`src/rtl/watch_pkg.sv`:
```
// watch_pkg: shared clock rate, mode index constants and default idle timeout for the watch top level.
package watch_pkg;
  localparam int unsigned IN_CLK_HZ        = 50_000_000;
  localparam int unsigned MODE_WATCH       = 0;
  localparam int unsigned MODE_STOPWATCH   = 1;
  localparam int unsigned MODE_ALARM       = 2;
  localparam int unsigned IDLE_CYCLES_DFLT = 30 * IN_CLK_HZ;
endpackage

```
`src/rtl/watch_idle_timer.sv`:
```
// watch_idle_timer: idle counter with synchronous clear and a combinational expire flag at CYCLES-1.
module watch_idle_timer #(
  parameter int unsigned CYCLES = 100
) (
  input  logic clk,
  input  logic rst_n,
  input  logic i_clr,
  output logic o_expire
);
  localparam int unsigned CW = $clog2(CYCLES);
  logic [CW-1:0] r_cnt;
  // Activity in the expiry cycle wins over the return.
  assign o_expire = ~i_clr & (r_cnt == CW'(CYCLES - 1));
  always_ff @(posedge clk or negedge rst_n)
    if (!rst_n) r_cnt <= '0;
    else        r_cnt <= (i_clr | o_expire) ? '0 : r_cnt + 1'b1;
endmodule

```
`src/rtl/watch_mode_ctrl.sv`:
```
// watch_mode_ctrl: NUM_MODES-way mode selector with long-press mode change and per-mode key routing.
// Define WATCH_IDLE_RETURN_EN to return to mode 0 after IDLE_CYCLES idle clocks.
module watch_mode_ctrl
  import watch_pkg::*;
#(
  parameter int unsigned NUM_MODES   = 2,
  parameter int unsigned NUM_KEYS    = 2,
  parameter int unsigned MODE_KEY    = 0,
  parameter int unsigned IDLE_CYCLES = IDLE_CYCLES_DFLT
) (
  input  logic                          clk,
  input  logic                          rst_n,
  input  logic [NUM_KEYS-1:0]           i_key_first,
  input  logic [NUM_KEYS-1:0]           i_key_long,
  input  logic [NUM_MODES-1:0]          i_mode_busy,
  output logic [$clog2(NUM_MODES)-1:0]  o_mode_idx,
  output logic [NUM_MODES-1:0]          o_mode_onehot,
  output logic [NUM_MODES*NUM_KEYS-1:0] o_ev_first,
  output logic [NUM_MODES*NUM_KEYS-1:0] o_ev_long,
  output logic                          o_mode_changed,
  output logic                          o_mode_led
);
  localparam int unsigned MW = $clog2(NUM_MODES);
  localparam int unsigned EW = NUM_MODES * NUM_KEYS;
  if (NUM_MODES < 2 || NUM_KEYS < 1 || MODE_KEY >= NUM_KEYS || IDLE_CYCLES < 2) begin : g_bad_cfg
    $error("watch_mode_ctrl: illegal parameter combination");
  end
  logic [MW-1:0]       r_mode_idx, w_mode_nxt;
  logic [NUM_MODES-1:0] r_mode_onehot;
  logic [EW-1:0]       r_ev_first, r_ev_long, w_ef_nxt, w_el_nxt;
  logic                r_mode_changed, r_mode_led, r_long_q;
  logic                w_busy, w_trig, w_adv, w_exp;
  logic [NUM_KEYS-1:0] w_kl;
  assign w_busy = i_mode_busy[r_mode_idx];
  assign w_trig = i_key_long[MODE_KEY] & ~r_long_q;
  assign w_adv  = w_trig & ~w_busy;
`ifdef WATCH_IDLE_RETURN_EN
  watch_idle_timer #(.CYCLES(IDLE_CYCLES)) u_idle (
    .clk      (clk),
    .rst_n    (rst_n),
    .i_clr    ((|i_key_first) | (|i_key_long) | w_busy | (r_mode_idx == MW'(MODE_WATCH))),
    .o_expire (w_exp)
  );
`else
  assign w_exp = 1'b0;
`endif
  // The mode key's long press reaches a mode only as an edge while that mode is busy.
  always_comb begin
    w_kl           = i_key_long;
    w_kl[MODE_KEY] = w_trig & w_busy;
    w_ef_nxt       = w_adv ? '0 : (EW'(i_key_first) << (r_mode_idx * NUM_KEYS));
    w_el_nxt       = w_adv ? '0 : (EW'(w_kl) << (r_mode_idx * NUM_KEYS));
    w_mode_nxt     = w_adv ? ((r_mode_idx == MW'(NUM_MODES - 1)) ? '0 : r_mode_idx + 1'b1)
                   : w_exp ? MW'(MODE_WATCH) : r_mode_idx;
  end
  always_ff @(posedge clk or negedge rst_n)
    if (!rst_n) begin
      r_mode_idx     <= '0;
      r_mode_onehot  <= NUM_MODES'(1);
      r_ev_first     <= '0;
      r_ev_long      <= '0;
      r_mode_changed <= 1'b0;
      r_mode_led     <= 1'b0;
      r_long_q       <= 1'b0;
    end else begin
      r_mode_idx     <= w_mode_nxt;
      r_mode_onehot  <= NUM_MODES'(1) << w_mode_nxt;
      r_ev_first     <= w_ef_nxt;
      r_ev_long      <= w_el_nxt;
      r_mode_changed <= w_adv | w_exp;
      r_mode_led     <= w_mode_nxt != MW'(MODE_WATCH);
      r_long_q       <= i_key_long[MODE_KEY];
    end
  assign o_mode_idx     = r_mode_idx;
  assign o_mode_onehot  = r_mode_onehot;
  assign o_ev_first     = r_ev_first;
  assign o_ev_long      = r_ev_long;
  assign o_mode_changed = r_mode_changed;
  assign o_mode_led     = r_mode_led;
endmodule

```
`config.mk`:
```
export PLATFORM = sky130hd
export DESIGN_NAME = watch_mode_ctrl
export DESIGN_NICKNAME = d
export VERILOG_FILES = /design/src/rtl/watch_pkg.sv /design/src/rtl/watch_idle_timer.sv /design/src/rtl/watch_mode_ctrl.sv
export SDC_FILE = /design/constraint.sdc
export NUM_CORES = 1
export LEC_CHECK = 0
export ABC_AREA = 1
export CORE_AREA = 2 2 39 41
export CTS_CLUSTER_SIZE = 25
export DETAILED_ROUTE_END_ITERATION = 10
export DIE_AREA = 0 0 41 43
export GPL_TIMING_DRIVEN = 0
export PLACE_DENSITY = 0.72
export SLEW_MARGIN = 40
export SYNTH_ARGS = -nofsm -noshare
export SYNTH_HDL_FRONTEND = slang
export SYNTH_SLANG_ARGS = --single-unit
```
`constraint.sdc`:
```
create_clock -name clk -period 1.15 [get_ports clk]
set_input_delay 0.1725 -clock clk [delete_from_list [all_inputs] [get_ports clk]]
set_output_delay 0.1725 -clock clk [all_outputs]
set_load 0.01 [all_outputs]
```
# --- Word-level counts from Yosys, hierarchy flattened ---
# Cells that the tools add are included.
word_totals:
  regBits: 13
  wordCells: 22
  inputBits: 8
  out_inout_bits: 13
op_classes:
  bitwise_logic: 5
  addsub: 1
  mux: 6
  n_shift: 3
  order_cmp: 1
ops:
  columns: ["op", "n"]
  rows:
  - ["2-to-1 mux 4 bit", 2]
  - ["<< shifter 2 x 2 -> 4 bit", 2]
  - ["2-to-1 mux 1 bit", 4]
  - ["bitwise AND 1 bit", 3]
  - ["< comparator 1 x 2 -> 1 bit (second input constant)", 1]
  - ["inverter 1 bit", 2]
  - ["<< shifter 1 x 1 -> 2 bit (first input constant)", 1]
  - ["adder 1 bit (second input constant)", 1]

# --- Logic depth before layout (Yosys ltp) ---
# Gate-level depths: netlist of the first run.
depth:
  ltp_word: 6
  ltp_mapped: 5
  mapped_depth_nobuf: 5

# --- Least setup slack after synthesis of the first run ---
# Ideal clock, no wire load.
synth_timing:
  path_kind: "reg2reg"
  startpoint: "register, netlist name o_mode_led"
  endpoint: "register r_ev_first[0] (netlist: o_ev_first[0])"
  path_stages_with_launch: 6
  setup_slack_ns: 0.230
  arrival_ns: 0.803
  path_buffers: 0
  t_required_ns: 1.033
  period_less_slack_ns: 0.920
  setup_time_ns: 0.117
  path_cell_list: "dfrtp_1 > inv_2 > nand2_2 > nand2_2 > nor2_4 > nor2_1"
synth_rtl:
  columns: ["element", "line", "rtl"]
  rows:
  - ["to (signal assigned)", "watch_mode_ctrl.sv:68", "r_ev_first <= w_ef_nxt;"]
  - ["to (decl)", "watch_mode_ctrl.sv:30", "logic [EW-1:0] r_ev_first, r_ev_long, w_ef_nxt, w_el_nxt;"]

==> results.yml, run 1 <==
power:
  switching_share_of_power_pct: 26.6
  power.switching_mw: 0.267
  worst_ir_drop_on_vdd_mv: 0.651
  pwr_density_cell_mw_per_mm2: 1490
  standby_leakage_power_nw: 0.375
  power.combinational.fraction_pct: 26.0
  seq_power_share_pct: 48.7
  internal_power_mw: 0.737
  clockPowerShare_pct: 25.3
critical_path:
  worst-path-max-fanout: 4
  path_class: "reg -> out"
  crit_required_ns: 0.98
  timing.critical_path.from_type: "flip-flop"
  critPathArrivalTime_ns: 0.95
  endpoint_kind: "output pin"
clock_network:
  cts.reportedPaths.clkPinSlew_ns: 0.07
  cts.hold.buffers_added: 0
  root_buffer: "clkbuf_4"
  clock_latency_ns: 0.26
  htree_num_levels: 1
  clock_sink_total: 12
  clock_tree_from_tritoncts: "yes"
  clock_tree.buffer_depth: 2
  cts_buffers: 3
cells_and_area:
  syn_to_final_growth_pct: 52.1
  diodes: 0
  fin_nets: 75
  finalNonFillerCells: 82
  stdcell_area_um2: 676
  num-fill-cells: 137
  post_route_cells_drive_above_1_share_pct: 27.3
floorplanning:
  design.die.area_mm2: 0.00176
  boundaryPins: 21
  floorplan.core_area_mm2: 0.00138
  dieWidth_um: 41
  floorplan.initialDensity_pct: 32.1
  die_height_um: 43
  floorplan.rows: 14
timing:
  layout_worst_path_cycle_share_pct: 97.2
  rsz0062_at_grt: "no"
  finalMaxSlewViolations: 0
  worstMarginPinSlew_ns: 0.484
  timing.max_slew.rel_slack_pct: 67.6
  maxClockFrequency_mhz: 895
  fin_setup_tns_ns: 0
  hold_violations: 0
  layout_setup_ws_ns: 0.0323
  finalClockSkew_ns: 0.00228
  report.final.setup_viol: 0
  whs_ns: 0.238
  final_period_minus_worst_setup_slack_ns: 1.12
yosys:
  postSynthCellCount: 41
  yosys_warnings: 0
  syn-mean-instance-area_um2: 10.8
  yosys_reg_bits: 12
  synth.cell_area_um2: 444
  synthDistinctLibCells: 11
  synth.net_count: 49
  synth_sequential_area_ratio_pct: 67.9
detailed_routing:
  met1_wirelength_um: 303
  firstDrtPassIters: 3
  vias_per_cell: 3.94
  via_count: 323
  drc_errors: 0
  top_signal_layer_used: "met3"
  drt_iter0_drc: 9
  drt_wl_total_um: 749
  detail-route-antenna-nets: 0
  routed-wl-met2_um: 370
  met3_length_um: 74
  post_drt_wl_per_cell_um: 9.13
placement:
  dpl_cell_area_um2: 664
  finalWeightedCongestion: 0.741
  placedCellCount: 77
  port_buffers: 20
  post-place-ws_ns: -0.122
  hpwl_um: 598
job:
  cap_violations: 0
global_routing:
  groute.usage.overall_pct: 9.98
  via_count_of_the_first_global_routing_pass: 318
  grt_first_pass_wirelength_um: 1190
  grt_overflow_total: 0
  grt_start_max_net_pins: 13
  number_of_antenna_violations_at_the_first_check_in_global_routing: 0
status:
  run_status: "completed"
worst_hold_path:
  worst_hold_path_type: "in -> async"
[layer usage]
layer / global-route usage, % / vias up
li1: - / 168
met1: 11.4 / 140
met2: 16.3 / 15
met3: 3.14 / 0
met4: 4.00 / 0
met5: 0 / -
[cells by family (layout without fill, tap and decap cells)]
family / after synthesis / after routing / share of synthesized area [%]
and+or+nand+nor: 20 / 20 / 22.8
DFF: 12 / 12 / 67.9
buffers and inverters: 9 / 34 / 9.29
[path summary, 6_finish.rpt]
| kind | slack, ns | end | startpoint | depth (start not counted) |
|---|---|---|---|---|
| max | 0.03 | o_mode_onehot[1] | o_mode_led$_DFF_PN0_ | 2 |
| min | 0.24 | o_ev_long[2]$_DFF_PN0_ | rst_n | 1 |
| max reg2reg | 0.12 | o_mode_led$_DFF_PN0_ | o_mode_led$_DFF_PN0_ | 5 |
| min reg2reg | 0.58 | o_mode_led$_DFF_PN0_ | r_long_q$_DFF_PN0_ | 3 |
| max in group asynchronous | 0.56 | o_mode_led$_DFF_PN0_ | rst_n | 1 |
| min in group clk | 0.45 | r_long_q$_DFF_PN0_ | i_key_long[0] | 1 |
[layout by cell type (no fill, tap or decap), drive strengths merged]
| cell | synthesis | final |
|---|---|---|
| dfrtp | 11 | 11 |
| dlygate4sd2 | 0 | 9 |
| nor2 | 9 | 9 |
| nand2 | 9 | 9 |
| clkdlybuf4s50 | 0 | 7 |
| inv | 7 | 7 |
| buf | 2 | 6 |
| clkbuf | 0 | 4 |
| nand3 | 1 | 1 |
| nand4 | 1 | 1 |
| dfstp | 1 | 1 |
| clkdlybuf4s15 | 0 | 1 |
[timing repair]
action	4_1_cts	5_1_grt
endpoints found under the hold margin	0	0
setup endpoints to repair	13	1
buffers inserted	1	0
gates resized for setup	21	1
[state kept, by name (all words and copies together) (netlist names)]
signal,count
o_mode_onehot,1
o_ev_long,4
o_ev_first,4
o_mode_led,1
o_mode_changed,1
r_long_q,1
[worst max-delay path: stages, from the launching register on]
cell and delay (ns):
dfrtp_2 0.42, buf_4 0.13, buf_4 0.13
[power groups by stage]
stage               clock network, mW  logic, mW  registers [mW]
floorplan                           0     0.0982           0.529
global placement                    0      0.284           0.503
detailed placement                  0      0.289           0.504
CTS                             0.266      0.264           0.489
global route                    0.289      0.290           0.493
finish                          0.254      0.261           0.489
[cells in the mapped netlist, drive strengths merged]
master | number | share of area [%]
nand3 | 1 | 2.3
dfrtp | 11 | 62
nand4 | 1 | 1.4
nand2 | 9 | 9.9
nor2 | 9 | 9.3
inv | 7 | 5.9
buf | 2 | 3.4
dfstp | 1 | 5.9
[final cells by class]
class	count	area [um^2]	area share, %
timing repair buffer	21	184	27.2
sequential	12	303	44.8
clock buffer	4	26.3	3.89
tap	16	20.0	2.96
multi-input combinational	20	101	15.0
buffer	2	15.0	2.22
inverter	7	26.3	3.89
[stage by stage]
stage / power [mW] / utilization, %
detailed placement: 0.794 / 48.0
floorplan: 0.627 / -
CTS: 1.02 / 48.7
global placement: 0.787 / 48.0
global route: 1.07 / 48.8
finish: 1.00 / 48.8
Note: power is estimated with default switching activity, not from simulation.
==> run 2: changes to the inputs <==
- PLACE_DENSITY: 0.72 -> unset
- PLACE_DENSITY_LB_ADDON: unset -> 0.3
- SETUP_SLACK_MARGIN: unset -> 0.05
==> run 2 against run 1 <==
Via count rose by 5.9%. Non-clock buffer count did not move. Maximum frequency rose by 2.5%. Register-to-register slack barely moved. Sequential share of layout area fell by 1.6 points. Worst setup slack improved by 0.027 ns. Sequential power rose by 0.8%. Utilization rose by 1.8 points. Critical endpoint is now o_mode_led. Highest routed layer is now met4.
==> results.yml, run 2 (same netlist as run 1, synthesis figures left out) <==
detailed_routing:
  drt_wl_total_um: 770
  via_count: 342
  detail-route-antenna-nets: 0
  drc_errors: 0
  post_drt_wl_per_cell_um: 9.39
  firstDrtPassIters: 1
  drt_iter0_drc: 0
  vias_per_cell: 4.17
clock_network:
  htree_num_levels: 1
  clock_tree_from_tritoncts: "yes"
  clock_sink_total: 12
  clock_latency_ns: 0.26
  cts.reportedPaths.clkPinSlew_ns: 0.07
  clock_tree.buffer_depth: 2
  cts_buffers: 3
  cts.hold.buffers_added: 0
  root_buffer: "clkbuf_4"
critical_path:
  worst_setup_path_endpoint: "o_mode_led"
  timing.critical_path.from_type: "flip-flop"
  crit_required_ns: 0.98
  cell_breakdown_of_the_critical_path: "buf_6 -> buf_6"
  worst-path-max-fanout: 4
  startpoint_of_the_most_critical_register_to_register_path: "o_mode_led$_DFF_PN0_"
  endpoint_kind: "output pin"
  cp_slowest_cell: "dfrtp_2"
  path_common_cell: "buf_6"
  path_class: "reg -> out"
  reg2reg_depth: 5
  critical_path.startpoint: "o_mode_led$_DFF_PN0_"
  timing.rr.end: "o_mode_led$_DFF_PN0_"
  critPathArrivalTime_ns: 0.92
  timing.reg2reg.setup_slack_ns: 0.13
  max_stage_delay_ns: 0.43
power:
  worst_ir_drop_on_vdd_mv: 0.547
  power.combinational.fraction_pct: 27.9
  pwr_density_cell_mw_per_mm2: 1480
  seq_power_share_pct: 47.7
  fin_total_pwr_mw: 1.03
  internal_power_mw: 0.762
  power.switching_mw: 0.273
  standby_leakage_power_nw: 0.359
  switching_share_of_power_pct: 26.3
  clockPowerShare_pct: 24.4
placement:
  post-place-ws_ns: -0.135
  hpwl_um: 577
  port_buffers: 20
  finalWeightedCongestion: 0.672
timing:
  worstMarginPinSlew_ns: 0.513
  layout_setup_ws_ns: 0.0594
  rsz0062_at_grt: "yes"
  finalClockSkew_ns: 0.00249
  timing.max_slew.rel_slack_pct: 65.7
  hold_violations: 0
  report.final.setup_viol: 0
  layout_worst_path_cycle_share_pct: 94.8
  finalMaxSlewViolations: 0
  final_period_minus_worst_setup_slack_ns: 1.09
  whs_ns: 0.251
  maxClockFrequency_mhz: 917
floorplanning:
  floorplan.initialDensity_pct: 32.1
  design.die.area_mm2: 0.00176
  die_height_um: 43
  boundaryPins: 21
  floorplan.rows: 14
  floorplan.core_area_mm2: 0.00138
  dieWidth_um: 41
global_routing:
  via_count_of_the_first_global_routing_pass: 315
  grt_first_pass_wirelength_um: 1200
  number_of_antenna_violations_at_the_first_check_in_global_routing: 0
  groute.usage.overall_pct: 10.7
  grt_start_max_net_pins: 13
  grt_overflow_total: 0
status:
  run_status: "completed"
cells_and_area:
  layout.area.seq_um2: 303
  syn_to_final_growth_pct: 57.7
  num-fill-cells: 142
  diodes: 0
  mostFrequentLayoutCells: "10 x dfrtp_1, 8 x nor2_1, 8 x clkdlybuf4s15_1, 7 x clkdlybuf4s50_1, 6 x inv_1"
  multiInputGateArea_um2: 104
  layout_commonest_cell: "dfrtp_1"
  post_route_cells_drive_above_1_share_pct: 30.3
  fin_nets: 75
job:
  cap_violations: 0
worst_hold_path:
  worst_hold_path_type: "in -> async"
-- run 2: worst min-delay path by stage --
stage	start	endpoint	slack (ns)	cells after the start
floorplan	rst_n	o_ev_first[0]$_DFF_PN0_	-0.12	0
global placement	rst_n	o_mode_changed$_DFF_PN0_	0.54	1
detailed placement	rst_n	o_mode_changed$_DFF_PN0_	0.55	1
CTS	rst_n	o_mode_changed$_DFF_PN0_	0.26	1
global route	rst_n	o_ev_long[0]$_DFF_PN0_	0.29	1
finish	rst_n	o_mode_changed$_DFF_PN0_	0.25	1
-- run 2: power groups by stage --
stage	clock network (mW)	registers, mW	logic (mW)
2_1_floorplan	0	0.529	0.0982
3_3_place_gp	0	0.504	0.285
3_5_place_dp	0	0.505	0.288
4_1_cts	0.269	0.492	0.295
5_1_grt	0.286	0.498	0.315
6_report	0.252	0.493	0.289
-- run 2: final cells by class --
cell class / count / share of cell area (%)
Buffer: 1 / 1.61
Clock buffer: 4 / 3.75
Inverter: 7 / 3.75
Multi-Input combinational cell: 20 / 14.8
Sequential cell: 12 / 43.2
Tap cell: 16 / 2.86
Timing Repair Buffer: 22 / 30.0
-- run 2: metrics by stage --
stage	std cells	util [%]	area (um^2)	TNS, ns
5_1_grt	82	50.6	701	0
3_5_place_dp	77	48.0	664	-0.472
6_report	82	50.6	701	0
2_1_floorplan	41	-	444	0
4_1_cts	83	50.5	698	-0.0495
3_3_place_gp	77	48.0	664	-0.351
-- run 2: metal layers --
layer / track usage, % / wire length [um] / vias up
li1: - / - / 170
met1: 12.6 / 336 / 152
met2: 14.7 / 338 / 18
met3: 1.57 / 69 / 2
met4: 12.0 / 25 / 0
met5: 0 / 0 / -
-- run 2: critical path: cells and delay by family (launching register included) --
| kind | cells | cell delay (ns) |
|---|---|---|
| buffers and inverters | 2 | 0.23 |
| DFF | 1 | 0.43 |
-- run 2: what timing repair did --
item | in CTS | in global routing
setup endpoints to repair | 13 | 12
setup buffers | 2 | 0
gates resized for setup | 26 | 12
